File: config.mk
export PLATFORM = sky130hd
export DESIGN_NAME = wb_regfile
export DESIGN_NICKNAME = d
export VERILOG_FILES = /design/src/rtl/wb_regfile.sv
export SDC_FILE = /design/constraint.sdc
export NUM_CORES = 1
export LEC_CHECK = 0
export CAP_MARGIN = 20
export CORE_ASPECT_RATIO = 1.25
export CORE_MARGIN = 2
export CORE_UTILIZATION = 40
export CTS_CLUSTER_DIAMETER = 100
export DETAILED_ROUTE_END_ITERATION = 16
export GPL_ROUTABILITY_DRIVEN = 0
export HOLD_SLACK_MARGIN = 0.15
export PLACE_DENSITY = 0.63
export SLEW_MARGIN = 20
export SYNTH_ARGS = -nofsm -noshare
export SYNTH_HDL_FRONTEND = slang
export SYNTH_SLANG_ARGS = --single-unit
File: constraint.sdc
create_clock -name clk -period 6.24 [get_ports clk]
set_input_delay 1.872 -clock clk [delete_from_list [all_inputs] [get_ports clk]]
set_output_delay 1.872 -clock clk [all_outputs]
set_load 0.1 [all_outputs]
File: src/rtl/wb_regfile.sv
`default_nettype none
// ============================================================================
// Module   : wb_regfile
// Purpose  : Writeback stage and architectural register file. Selects the
//            ALU result or load data, commits it on the rising clock edge,
//            serves two combinational read ports and counts retired
//            instructions. Register 0 reads as zero and ignores writes.
// Options  : WB_BYPASS_EN - when defined, a read of the register being
//            committed this cycle returns the new value (write-before-read).
// Revision : 1.0 - initial release
// ============================================================================
module wb_regfile #(
  parameter int DATA_W = 16,
  parameter int REG_N  = 16,
  parameter int ADDR_W = $clog2(REG_N)
) (
  input  logic              clk,
  input  logic              rst,          // asynchronous, active-low
  input  logic              wb_valid,
  input  logic              reg_write,
  input  logic              mem_to_reg,
  input  logic [ADDR_W-1:0] wb_addr,
  input  logic [DATA_W-1:0] alu_result,
  input  logic [DATA_W-1:0] mem_data,
  input  logic [ADDR_W-1:0] rd_addr_a,
  input  logic [ADDR_W-1:0] rd_addr_b,
  output logic [DATA_W-1:0] rd_data_a,
  output logic [DATA_W-1:0] rd_data_b,
  output logic [DATA_W-1:0] wb_data,
  output logic              wb_we,
  output logic [31:0]       retire_count
);

  localparam logic [ADDR_W-1:0] c_ZERO_IDX = '0;

  logic [DATA_W-1:0] r_regs [REG_N];
  logic [31:0]       r_retire_count;
  logic [DATA_W-1:0] w_wb_data;
  logic              w_wb_we;
  logic [DATA_W-1:0] w_rd_data_a;
  logic [DATA_W-1:0] w_rd_data_b;

  // Writeback mux; runs for bubbles too so forwarding always sees a value.
  always_comb begin
    w_wb_data = mem_to_reg ? mem_data : alu_result;
  end

  // Commit strobe: real instruction, writes a register, destination not r0.
  assign w_wb_we = wb_valid & reg_write & (wb_addr != c_ZERO_IDX);

  // Register array: cleared by reset, one entry updated per committing edge.
  // Entry 0 is never written because the strobe excludes it.
  always_ff @(posedge clk or negedge rst) begin
    if (!rst) begin
      for (int i = 0; i < REG_N; i++) begin
        r_regs[i] <= '0;
      end
    end else if (w_wb_we) begin
      r_regs[wb_addr] <= w_wb_data;
    end
  end

  // Retired-instruction counter; every valid MEM/WB slot counts, wraps freely.
  always_ff @(posedge clk or negedge rst) begin
    if (!rst) begin
      r_retire_count <= '0;
    end else if (wb_valid) begin
      r_retire_count <= r_retire_count + 32'd1;
    end
  end

  // Read port A: array lookup, optional same-cycle bypass, r0 forced to zero.
  // The bypass is gated by reset so reads stay zero while reset is held.
  always_comb begin
    w_rd_data_a = r_regs[rd_addr_a];
`ifdef WB_BYPASS_EN
    if (rst && w_wb_we && (rd_addr_a == wb_addr)) begin
      w_rd_data_a = w_wb_data;
    end
`endif
    if (rd_addr_a == c_ZERO_IDX) begin
      w_rd_data_a = '0;
    end
  end

  // Read port B: identical to port A and fully independent of it.
  always_comb begin
    w_rd_data_b = r_regs[rd_addr_b];
`ifdef WB_BYPASS_EN
    if (rst && w_wb_we && (rd_addr_b == wb_addr)) begin
      w_rd_data_b = w_wb_data;
    end
`endif
    if (rd_addr_b == c_ZERO_IDX) begin
      w_rd_data_b = '0;
    end
  end

  assign rd_data_a    = w_rd_data_a;
  assign rd_data_b    = w_rd_data_b;
  assign wb_data      = w_wb_data;
  assign wb_we        = w_wb_we;
  assign retire_count = r_retire_count;

endmodule
`default_nettype wire

Word-level counts from Yosys, hierarchy flattened:

Cells that the tools add are included.

* bitwise logic cells: 5
* add/sub/neg operators: 1
* reductions and logical operators: 4
* multiplexer cells: 12
* magnitude comparators: 4

Operators by type and width (number)
* $bwmux W256: 1
* $bmux W16 S4: 2
* $mux W16: 8
* $demux W16 S4: 1
* $add A32 B1 Y32 const B: 1
* $ge A5 B5 Y1 const B: 3
* $not A4 Y5: 3
* $logic_not A4 Y1: 2
* $lt A5 B1 Y1 const B: 1
* $reduce_bool A4 Y1: 1
* $and A1 B1 Y1: 2
* $logic_and A1 B1 Y1: 1

* logic and storage cells: 43
* register bits: 288
* output and inout port bits: 81

Longest topological paths before layout:

* word-level depth: 6
* gate-level depth with buffers: 7
* mapped depth without buffers: 5

Least setup slack after synthesis:

OpenSTA, ideal clock, no wires.

* path kind: input-to-output
* from: input port rd_addr_a[1]
* to: output port rd_data_a[14]
* cell stages on the path: 6
* setup slack: -0.612 ns
* arrival time: 4.980 ns
* data required time: 4.368 ns
* buffers on the path: 3
* cell sequence: buf_2 buf_2 buf_2 mux4_2 o221ai_1 o21ai_0

* word-level cells in the longest chain between the ends: 5
* elaborated cells on any way between the ends: 6
* classes of those cells: 4 x mux; 1 x bitwise; 1 x reduce/logical

RTL lines
* start, declared: RTL line 25 `input logic [ADDR_W-1:0] rd_addr_a,`
* $not A4 Y5 (not written as such): RTL line 75 `w_rd_data_a = r_regs[rd_addr_a];`
* $bmux W16 S4: RTL line 75
* $mux W16 (not written as such) (2 in a row): RTL line 75
* $mux W16 (*): RTL line 81 `if (rd_addr_a == c_ZERO_IDX) begin`
* end, declared: RTL line 27 `output logic [DATA_W-1:0] rd_data_a,`

Mark *: on every way between the ends. The rest lies on a longest branch, timed or not. The select of a mux whose other input is x is not followed.

Worst setup path after layout:

* from: input port rd_addr_b[2]
* to: output port rd_data_b[0]

* word-level cells in the longest chain between the ends: 5
* elaborated cells on any way between the ends: 6
* classes of those cells: 4 x mux; 1 x bitwise; 1 x reduce/logical

RTL lines
* start, declared: RTL line 26 `input logic [ADDR_W-1:0] rd_addr_b,`
* $not A4 Y5 (not written as such): RTL line 88 `w_rd_data_b = r_regs[rd_addr_b];`
* $bmux W16 S4: RTL line 88
* $mux W16 (not written as such) (2 in a row): RTL line 88
* $mux W16 (*): RTL line 94 `if (rd_addr_b == c_ZERO_IDX) begin`
* end, declared: RTL line 28 `output logic [DATA_W-1:0] rd_data_b,`

Marks and branches as above.

==> results by group <==
Power and ir drop
  – Combinational power share: 0.305
  – Clock share of power: 0.302
  – Sw frac: 0.350
  – Sequential Power Share: 0.393
  – Worst vdd ir: 0.471 mV
  – Net Switching: roughly 2.3 mW
  – Lkg Pwr: roughly 8.2 nW
  – Internal: 4.24 mW
  – Cell Pwr Density: around 350 nW/um^2

Layout
  – Commonest non-fill, non-tap cells in the layout: 288 x dfrtp_1, 183 x nor2_1, 179 x a21oi_1
  – Total Nets Final: 1559
  – Share of layout cells above drive strength 1: 0.192
  – FILL cells: 3366
  – Commonest non-fill, non-tap cell in the layout: dfrtp_1
  – Synth-to-Final Area Change: 23.7%
  – Antenna Cells: 0

Drt
  – Routed Antenna Nets: 0
  – Wire per inst: 23.1 um
  – DRT Pass-1 Iters: 5
  – Final WL: 46600 um
  – DRC: 0
  – Via count: 11700
  – Via/cell ratio: 5.80
  – Iteration-0 DRC Markers: 989

Synth
  – Flops & latches, synth: 288
  – Yosys warns: 0
  – Synth top area share: 0.479
  – Leading register cell type out of synthesis: dfrtp_1
  – Syn avg cell area: 10.7 um^2
  – Netlist cell types: 48
  – Post-synth EDFFs: 0
  – Ys async rst share: 1.00
  – Synth Net Count: 1459
  – Area leader, netlist: dfrtp_1
  – Largest cells by area after synthesis: dfrtp_1 48%, mux4_2 11%, mux2i_1 7.9%, a21oi_1 6.3%, nor2_1 4.8%
  – Sequential element share of the synthesized area: 0.479
  – Synthesized area: 15000 um^2
  – Syn Inst Count: 1409

Critical path
  – Required time of the critical path: 4370 ps
  – R2R Path Start: retire_count[2]
  – Reg-to-reg slack, setup: 4310 ps
  – CP Max Fanout: 7
  – Worst Path Arrival: 4050 ps
  – Crit path kind: primary input to primary output
  – Critical Path Start: rd_addr_b[2]
  – Worst setup EP type: primary output
  – CP startpoint kind: primary input

STA
  – Period utilization: 0.949
  – Fmax: 0.169 GHz
  – Max-slew violation count: 0
  – Setup TNS: 0 ps
  – Hold_ws: 394 ps
  – Max-slew headroom: 0.340
  – Setup Viol. Count Final: 0
  – Post-Route Skew: 12.3 ps
  – Actual slew at the worst max-slew pin: 987 ps
  – Final hold vios: 0
  – Min cycle time layout: just under 6000 ps
  – RSZ-0062 raised after global routing: no

Global route
  – GRT Residual Overflow: 0
  – Initial antenna violation count: 0
  – Largest net degree at the start of global routing: 103
  – Number of global-route vias before repair: about 12000
  – First-pass GRT wire length: 71900 um
  – GRT Overall Usage: 0.244

Clock tree
  – Clock Path Buffers: 3
  – H-tree levels: 2
  – TritonCTS buffer count: 34
  – Hold-fix buffers at CTS: 0
  – Worst-Skew Late Latency: 500 ps
  – CTS resizes: 0
  – Register clock-pin slew on the reported worst setup and hold paths: 60 ps
  – Clock root buffer: clkbuf_16
  – Number of setup buffers added after CTS: 0
  – CTS sink cnt: 288
  – CTS tree: built

Die
  – I/O pin cnt: between 100 and 150
  – Initial Util: 0.404
  – FP Rows: 79
  – Die width: 177 um
  – Die height: 221 um
  – Core area: 37200 um^2
  – Die area: 39200 um^2

Job
  – Max Cap Viol: 0

Outcome
  – Status: finished, final reports clean

Place
  – Port Buf Inserts: 129
  – Dpl hpwl: between 30000 and 40000 um

Worst hold path
  – Min-Delay Path Class: flop to flop
  – Hold path start: r_regs[242]
[area by class of cell]
class                           instances  area, um^2  area share
Clock buffer                           48         955      0.0513
Clock inverter                         10         135     0.00726
Inverter                               25        93.8     0.00505
Multi-Input combinational cell        956        7170       0.386
Sequential cell                       288        7210       0.387
Tap cell                              486         608      0.0327
Timing Repair Buffer                  204        2430       0.130
[cell usage after synthesis (20+ instances only)]
library cell    n
dfrtp_1       288
nor2_1        191
a21oi_1       189
mux2i_1       119
clkbuf_1       96
nand2_1        77
mux4_2         76
o21ai_0        45
a221oi_1       31
a22oi_1        30
buf_2          25
inv_1          25
and3_1         20
o21ai_1        20
[layer usage]
layer | GRT usage | wire [um] | vias to the layer above
met5 | 0 | 0 | -
met4 | 0.126 | 2490 | 0
met3 | 0.0381 | 2660 | 128
met2 | 0.424 | 23300 | 440
met1 | 0.294 | 18100 | 5798
li1 | - | - | 5326
[flip-flops by register name, summed over array words and instances (netlist names)]
signal	cells
r_regs	256
retire_count	32
[final timing paths]
kind | endpoint | cells after the start
worst max-delay path | rd_data_b[0] | 8
worst min-delay path | r_regs[242] | 0
worst max register to register | retire_count[17] | 4
worst min register to register | r_regs[242] | 0
max in group asynchronous | r_regs[20] | 2
min in group asynchronous | r_regs[6] | 1
[cell families (layout without fill, tap and decap cells)]
logic type | after synthesis | count (layout) | synth area share
flip-flops | 288 | 288 | 0.479
multiplexers | 197 | 197 | 0.195
buffers and inverters | 165 | 287 | 0.0489
adder cells (fa/ha/maj) | 1 | 1 | 0.000832
XOR/XNOR | 31 | 31 | 0.0181
AND/OR/NAND/NOR | 359 | 359 | 0.111
AO/OA/AOI/OAI | 368 | 368 | 0.147
[through the flow]
stage | total power, mW | area (um^2) | std cells | worst slack [ps] | utilization
finish | 6.51 | 18600 | 2017 | 318 | 0.500
global route | 6.82 | 18600 | 2017 | 237 | 0.500
CTS | 6.55 | 18600 | 2017 | 363 | 0.500
detailed placement | 4.57 | 17500 | 1959 | 381 | 0.471
global placement | 4.51 | 17500 | 1959 | 396 | 0.471
floorplan | 3.89 | 15100 | 1409 | 4.58 | -
[worst max-delay path: stages]
cell	delay, ps
clkdlybuf4s50_1	540
buf_4	180
and2b_1	290
a221oi_1	360
buf_4	180
a22oi_1	80
a21oi_2	320
buf_12	220
[power by group through the flow]
stage	Sequential (mW)	Combinational, mW	Clock, mW
finish	2.56	1.99	1.97
global route	2.61	2.12	2.08
CTS	2.55	2.00	2.00
detailed placement	2.58	1.99	0
global placement	2.55	1.96	0
floorplan	2.65	1.24	0
Note: power is estimated with default switching activity, not from simulation.
